**src/rtl/mem_pkg.sv**
```systemverilog
// Shared definitions for the data-memory load/store unit: size codes, FSM
// state encoding and the default data-segment base address.
package mem_pkg;

    localparam logic [1:0] SZ_BYTE = 2'd0;
    localparam logic [1:0] SZ_HALF = 2'd1;
    localparam logic [1:0] SZ_WORD = 2'd2;

    localparam logic [31:0] DATA_BASE_DEF = 32'h1001_0000;

    typedef enum logic [2:0] {
        IDLE  = 3'd0,
        RD    = 3'd1,
        MERGE = 3'd2,
        WR    = 3'd3,
        DONE  = 3'd4
    } state_t;

    // Size code 3 behaves as a word access, so bit 1 alone identifies a word.
    function automatic logic is_word(input logic [1:0] size);
        return size[1];
    endfunction

endpackage

```
**src/rtl/mem_access_unit_lane_mux.sv**
```systemverilog
// Big-endian lane steering: load extraction with sign/zero extension, and
// the store merge used by sub-word read-modify-write.
module lane_mux
    import mem_pkg::*;
(
    input  logic [1:0]  size,
    input  logic        sgn,
    input  logic [1:0]  lane,
    input  logic [31:0] word,
    input  logic [31:0] wdata,
    output logic [31:0] load_data,
    output logic [31:0] merged
);

    logic [7:0]  byte_v;
    logic [15:0] half_v;

    always_comb begin
        byte_v    = 8'h00;
        half_v    = lane[1] ? word[15:0] : word[31:16];
        load_data = word;
        merged    = word;
        case (lane)
            2'd0:    byte_v = word[31:24];
            2'd1:    byte_v = word[23:16];
            2'd2:    byte_v = word[15:8];
            default: byte_v = word[7:0];
        endcase
        if (is_word(size)) begin
            load_data = word;
            merged    = wdata;
        end else if (size == SZ_HALF) begin
            load_data = sgn ? {{16{half_v[15]}}, half_v} : {16'h0000, half_v};
            if (lane[1]) merged[15:0]  = wdata[15:0];
            else         merged[31:16] = wdata[15:0];
        end else begin
            load_data = sgn ? {{24{byte_v[7]}}, byte_v} : {24'h000000, byte_v};
            case (lane)
                2'd0:    merged[31:24] = wdata[7:0];
                2'd1:    merged[23:16] = wdata[7:0];
                2'd2:    merged[15:8]  = wdata[7:0];
                default: merged[7:0]   = wdata[7:0];
            endcase
        end
    end

endmodule

```
**src/rtl/mem_access_unit.sv**
```systemverilog
// Load/store initiator between EX/MEM and the word-wide big-endian data memory.
// Define MISALIGN_TRAP_EN to trap misaligned half/word accesses instead of aligning them.
module mem_access_unit
    import mem_pkg::*;
#(
    parameter logic [31:0] DATA_BASE   = DATA_BASE_DEF,
    parameter int          DEPTH_BYTES = 1024
) (
    input  logic        clk,
    input  logic        rst,
    input  logic        req_valid,
    output logic        req_ready,
    input  logic        req_wr,
    input  logic [1:0]  req_size,
    input  logic        req_signed,
    input  logic [31:0] req_addr,
    input  logic [31:0] req_wdata,
    output logic        resp_valid,
    output logic [31:0] resp_rdata,
    output logic        resp_err,
    output logic        busy,
    output logic        mem_req,
    output logic        mem_wr,
    output logic [9:0]  mem_addr,
    output logic [31:0] mem_wdata,
    input  logic        mem_ack,
    input  logic [31:0] mem_rdata
);

    localparam logic [31:0] DEPTH_U = DEPTH_BYTES;

    state_t      state_q, state_d;
    logic        accept, trap, err_flag;
    logic [31:0] diff;
    logic [9:0]  off_raw, off_al;

    logic        wr_q, sgn_q;
    logic [1:0]  size_q;
    logic [9:0]  off_q;
    logic [31:0] wdata_q, word_q, rdata_q;
    logic [31:0] mux_word, mux_load, mux_merged;

    assign accept  = req_valid && (state_q == IDLE);
    assign diff    = req_addr - DATA_BASE;
    assign off_raw = 10'(diff % DEPTH_U);

    always_comb begin
        off_al = off_raw;
        if (is_word(req_size))        off_al[1:0] = 2'b00;
        else if (req_size == SZ_HALF) off_al[0]   = 1'b0;
    end

`ifdef MISALIGN_TRAP_EN
    logic err_q;

    always_comb begin
        trap = 1'b0;
        if (is_word(req_size))        trap = |off_raw[1:0];
        else if (req_size == SZ_HALF) trap = off_raw[0];
    end

    always_ff @(posedge clk) begin
        if (!rst)        err_q <= 1'b0;
        else if (accept) err_q <= trap;
    end

    assign err_flag = err_q;
`else
    assign trap     = 1'b0;
    assign err_flag = 1'b0;
`endif

    always_comb begin
        state_d = state_q;
        case (state_q)
            IDLE: begin
                if (accept) begin
                    if (trap)                                state_d = DONE;
                    else if (req_wr && is_word(req_size))    state_d = WR;
                    else                                     state_d = RD;
                end
            end
            RD:      if (mem_ack) state_d = wr_q ? MERGE : DONE;
            MERGE:   state_d = WR;
            WR:      if (mem_ack) state_d = DONE;
            default: state_d = IDLE;
        endcase
    end

    always_ff @(posedge clk) begin
        if (!rst) state_q <= IDLE;
        else      state_q <= state_d;
    end

    // Request and data capture; qualified by the FSM, so no reset needed.
    always_ff @(posedge clk) begin
        if (accept) begin
            wr_q    <= req_wr;
            size_q  <= req_size;
            sgn_q   <= req_signed;
            off_q   <= off_al;
            wdata_q <= req_wdata;
            word_q  <= req_wdata;
        end else if (state_q == RD && mem_ack) begin
            rdata_q <= mux_load;
            word_q  <= mem_rdata;
        end else if (state_q == MERGE) begin
            word_q  <= mux_merged;
        end
    end

    assign mux_word = (state_q == MERGE) ? word_q : mem_rdata;

    lane_mux u_lane_mux (
        .size      (size_q),
        .sgn       (sgn_q),
        .lane      (off_q[1:0]),
        .word      (mux_word),
        .wdata     (wdata_q),
        .load_data (mux_load),
        .merged    (mux_merged)
    );

    assign req_ready  = (state_q == IDLE);
    assign busy       = !req_ready;
    assign resp_valid = (state_q == DONE);
    assign resp_err   = resp_valid && err_flag;
    assign resp_rdata = (resp_valid && !wr_q && !err_flag) ? rdata_q : 32'h0;
    assign mem_req    = (state_q == RD) || (state_q == WR);
    assign mem_wr     = (state_q == WR);
    assign mem_addr   = mem_req ? {off_q[9:2], 2'b00} : 10'h000;
    assign mem_wdata  = mem_wr ? word_q : 32'h0;

endmodule

```
**config.mk**
```make
export PLATFORM = sky130hd
export DESIGN_NAME = mem_access_unit
export DESIGN_NICKNAME = d
export VERILOG_FILES = /design/src/rtl/mem_pkg.sv /design/src/rtl/mem_access_unit_lane_mux.sv /design/src/rtl/mem_access_unit.sv
export SDC_FILE = /design/constraint.sdc
export NUM_CORES = 1
export LEC_CHECK = 0
export ABC_CLOCK_PERIOD_IN_PS = 8500
export CAP_MARGIN = 30
export CORE_ASPECT_RATIO = 1.5
export CORE_MARGIN = 5
export CORE_UTILIZATION = 53
export DETAILED_ROUTE_END_ITERATION = 12
export PLACE_DENSITY = 0.87
export SETUP_SLACK_MARGIN = 0.2
export SYNTH_ARGS = -nofsm -noshare
export SYNTH_HDL_FRONTEND = slang
export SYNTH_SLANG_ARGS = --single-unit
```
**constraint.sdc**
```tcl
create_clock -name clk -period 8.5 [get_ports clk]
set_input_delay 2.125 -clock clk [delete_from_list [all_inputs] [get_ports clk]]
set_output_delay 2.125 -clock clk [all_outputs]
set_load 0.005 [all_outputs]
```
# == Word-level counts from Yosys, hierarchy flattened ==
# Cells that the tools add are included.
# totals
register_bits,113
word_cells,64
# classes
muxes,27
bitwise,1
n_addsub,1
n_reduce_logical,14
n_eq_ne,11
# ops
cell,count
32-bit two-way mux,12
16-bit two-way mux,3
8-bit two-way mux,4
8-bit one-hot mux with 3 select lines,1
3-bit two-way mux,4
3-bit one-hot mux with 4 select lines,1
10-bit two-way mux,1
"10-bit by 1-bit subtractor with 10-bit output, second input constant",1
"2-bit by 1-bit == test with 1-bit output, second input constant",3
"3-bit by 2-bit == test with 1-bit output, second input constant",2
1-bit logical AND,4
"2-bit by 1-bit inequality test with 1-bit output, second input constant",2
"3-bit by 1-bit == test with 1-bit output, second input constant",1
"3-bit == test, second input constant",1
3-bit logical NOT,1
3-bit AND reduction,1
3-bit nonzero test,1
3-bit OR reduction,1
"2-bit == test, second input constant",1
1-bit logical NOT,2
2-bit logical NOT,1
2-bit two-way mux,1
"2-bit inequality test, second input constant",1
2-bit AND reduction,1
other kinds (3),3

# == Longest topological paths before layout ==
# logic_depth
ltp_word,8
depth_mapped,7

# == Modules after synthesis ==
# Synthesis repeated with hierarchy kept, for this count alone.
# hier_totals
hier_cells,563
area_unflattened_um2,6389.9
# modules_own_cells
module,seq_area_each_um2,area_per_inst_um2,instances,cells_each
mem_access_unit,3363.2,5034.8,1,366
lane_mux,0.0,1355.0,1,197

# == Worst setup path after synthesis ==
# No wires, ideal clock.
# synth_timing
kind,input to register
start,in req_valid
end,reg word_q[17] (data pin)
stages,4
path_buffers,1
required_ns,8.320
t_arrival_ns,4.375
path_slack_ns,3.945
cell_sequence,nor4b_2 > clkbuf_1 > a22oi_1 > o41ai_2
# synth_via
elab_chain_len,2
# synth_rtl
item,line,source
from (decl),mem_access_unit.sv:11,"input logic req_valid,"
1-bit logical AND,mem_access_unit.sv:43,assign accept = req_valid && (state_q == IDLE);
named net accept,mem_access_unit.sv:33,"logic accept, trap, err_flag;"
32-bit two-way mux,mem_access_unit.sv:97,if (accept) begin
to (signal assigned),mem_access_unit.sv:103,word_q <= req_wdata;
to (signal assigned),mem_access_unit.sv:106,word_q <= mem_rdata;
to (signal assigned),mem_access_unit.sv:108,word_q <= mux_merged;
to (decl),mem_access_unit.sv:40,"logic [31:0] wdata_q, word_q, rdata_q;"
# The timed path passes the listed nets, and every way through them passes these cells.
# A chain may end at the register's enable or synchronous reset.

# == Worst setup path after layout ==
# layout_timing
start,reg state_q[0]
end,out mem_wdata[31]
# layout_via
elab_chain_len,2
# layout_rtl
item,line,source
from (decl),mem_access_unit.sv:32,"state_t state_q, state_d;"
from (signal assigned),mem_access_unit.sv:92,else state_q <= state_d;
3-bit by 2-bit == test with 1-bit output,mem_access_unit.sv:130,assign mem_wr = (state_q == WR);
32-bit two-way mux,mem_access_unit.sv:132,assign mem_wdata = mem_wr ? word_q : 32'h0;
to (decl),mem_access_unit.sv:25,"output logic [31:0] mem_wdata,"
# Every way passes these cells.

==> flow_metrics.env <==
export IMPL_grt_pass1_vias=5872
export IMPL_synth_area_top_cells="edfxtp_1 50%, and2_1 4.6%, mux2i_1 3.9%, a22oi_1 3.8%, and3_1 3.6%"
export IMPL_yosysTopAreaCellShare_pct=49.8
export IMPL_cp_data_arrival_time_ns=2.63
export IMPL_yosysMostFrequentCell="edfxtp_1"
export IMPL_final_core_util_pct=71.1
export IMPL_htreeDepth=4
export IMPL_cp_top_family="buffers and inverters"
export IMPL_post_cts_resize_count=0
export IMPL_ioPinCount=184
export IMPL_endpoint_kind="output port"
export IMPL_grt_max_degree=86
export IMPL_via_count=6039
export IMPL_p_sw_share_pct=30.2
export IMPL_antenna_found_initial=0
export IMPL_fillers=894
export IMPL_overflow=0
export IMPL_initial_utilization_pct=53.6
export IMPL_totalWireLength_um=21000
export IMPL_grt_use_total_pct=27.7
export IMPL_syn_mean_instance_area_sq_um=11.1
export IMPL_synthArstFlopShare_pct=0
export IMPL_layout_min_cycle_time_ns=4.76
export IMPL_worstSetupPathType="flop to output port"
export IMPL_regArea_sq_um=3360
export IMPL_clock_fmax_mhz=210
export IMPL_synth_top_area_cell="edfxtp_1"
export IMPL_synth_edf_count=110
export IMPL_core_sq_um=12400
export IMPL_clk_pin_slew_ns=0.06
export IMPL_synth_ff_latch_count=113
export IMPL_yosys_warnings=0
export IMPL_synth_yosys_seq_area_share_pct=50.7
export IMPL_status="finished, final reports clean"
export IMPL_rsz0062_at_grt="no"
export IMPL_pwr_share_clk_pct=36.1
export IMPL_synth_cell_types=58
export IMPL_place_congestion=0.935
export IMPL_synth_common_cells="110 x edfxtp_1, 49 x and2_1, 41 x nor2_1"
export IMPL_cts_tree="yes"
export IMPL_drive_gt1_share_pct=11.4
export IMPL_dieArea_sq_um=14900
export IMPL_diodes=0
export IMPL_hold_viol_final=0
export IMPL_first_pass_iters=6
export IMPL_slowest_delay_ns=0.60
export IMPL_ys_flop_type="edfxtp_1"
export IMPL_port_buffers=158
export IMPL_p_int_mw=1.30
export IMPL_required_ns=6.38
export IMPL_post_cts_buffers=0
export IMPL_synth_area_sq_um=6640
export IMPL_relSlewSlack_pct=31.1
export IMPL_irDropWorstVdd_uv=158
export IMPL_wire_per_inst_um=23.3
export IMPL_drc=0
export IMPL_hold_class="flop to flop"
export IMPL_p_switching_mw=0.561
export IMPL_die_y_um=147
export IMPL_crit_slowest_cell="dfxtp_1"
export IMPL_grt_first_pass_wirelength_um=31800
export IMPL_clock_sinks=113
export IMPL_hpwl_um=14300
export IMPL_vias_per_cell=6.72
export IMPL_syn2layout_area_growth_pct=32.6
export IMPL_multi_input_area_sq_um=2990
export IMPL_maxCapViolCount=0
export IMPL_syn_inst=597
export IMPL_drtIter0Drc=878
export IMPL_cts_buffer_depth=2
export IMPL_combPwrFrac_pct=22.6
export IMPL_finalClockSkew_ns=0.00987
export IMPL_hold_buffers=0
export IMPL_fin_hold_ws_ns=0.598
export IMPL_ant_nets=0
export IMPL_start_kind="flop"
export IMPL_fin_nets=834
export IMPL_tightestPinTransition_ns=1.03
export IMPL_setup_viol=0
export IMPL_finalMaxSlewViolations=0
export IMPL_sequentialPowerShare_pct=41.2
export IMPL_cp_max_fo=37
export IMPL_period_share_pct=56.0
export IMPL_cts_root_buf="clkbuf_16"
export IMPL_cts_buffers=17
export IMPL_clock_latency_ns=0.42
export IMPL_die_width_um=101
export IMPL_setup_tns_ns=0
export IMPL_path_buf_inv=2
export IMPL_rows=50
export IMPL_power_density_nw_per_um2=211
export IMPL_power_leakage_nw=3.11
export IMPL_cp_cell_sequence="nor2b_2 > buf_4 > and3_1 > clkdlybuf4s50_1"
[state kept, by name, summed over array words and instances, names as in the netlist]
signal,flops
word_q,32
off_q,10
rdata_q,32
state_q,3
size_q,2
wdata_q,32
sgn_q,1
wr_q,1
[tightest hold or removal path, delay by kind of cell, from the launching register on]
family / cells / cell delay (ns)
flops: 1 / 0.35
simple gates: 3 / 0.20
[power by group through the flow]
stage / registers (mW) / clock network [mW] / logic, mW
3_3_place_gp: 0.767 / 0 / 0.391
5_1_grt: 0.769 / 0.698 / 0.447
4_1_cts: 0.762 / 0.674 / 0.411
2_1_floorplan: 0.748 / 0 / 0.268
3_5_place_dp: 0.772 / 0 / 0.406
6_report: 0.766 / 0.671 / 0.420
[cell families after synthesis]
group                  after synthesis  synth area share (%)
multiplexers                        43                  7.32
flip-flops                         113                  50.7
AND/OR/NAND/NOR                    210                  17.1
buffers and inverters               64                  4.85
other                                1                0.0565
AO/OA/AOI/OAI                      166                  20.0
[metal layers]
layer  wire, um  global-route usage (%)
met1       7160                    33.4
met5          0                       0
met2      10200                    44.5
met4       1260                    15.8
met3       2380                    7.17
[worst paths after layout]
check / startpoint / endpoint / slack [ns] / depth (start not counted)
worst min-delay path: wr_q / state_q[2] / 0.60 / 3
worst min register to register: wr_q / state_q[2] / 0.60 / 3
worst max-delay path: state_q[0] / mem_wdata[31] / 3.74 / 4
worst max register to register: state_q[1] / rdata_q[28] / 5.21 / 7
[through the flow]
stage / power [mW] / setup slack, ns / instances / instance area (sq um)
after detailed placement: 1.18 / 3.98 / 867 / 8240
after global routing: 1.91 / 3.66 / 899 / 8800
after floorplan: 1.02 / 3.94 / 599 / 6640
after CTS: 1.85 / 3.78 / 899 / 8800
final: 1.86 / 3.74 / 899 / 8800
after global placement: 1.16 / 3.96 / 865 / 8230
[placed cells by master, fill, tap and decap left out, types with 20 or more instances in the layout]
master             n
clkdlybuf4s50_1  158
and2_1            49
and3_1            38
nand2_1           38
a221oi_1          21
nor2_1            41
edfxtp_1         110
a21oi_1           20
a22oi_1           34
mux2i_1           26
[cell type report]
type,count,area share (%)
sequential,113,38.2
clock buffer,17,4.83
clock inverter,15,1.55
inverter,6,0.256
timing repair buffer,170,19.0
tap,156,2.22
multi-input combinational,422,34.0
Power figures use the tool's default switching activity.
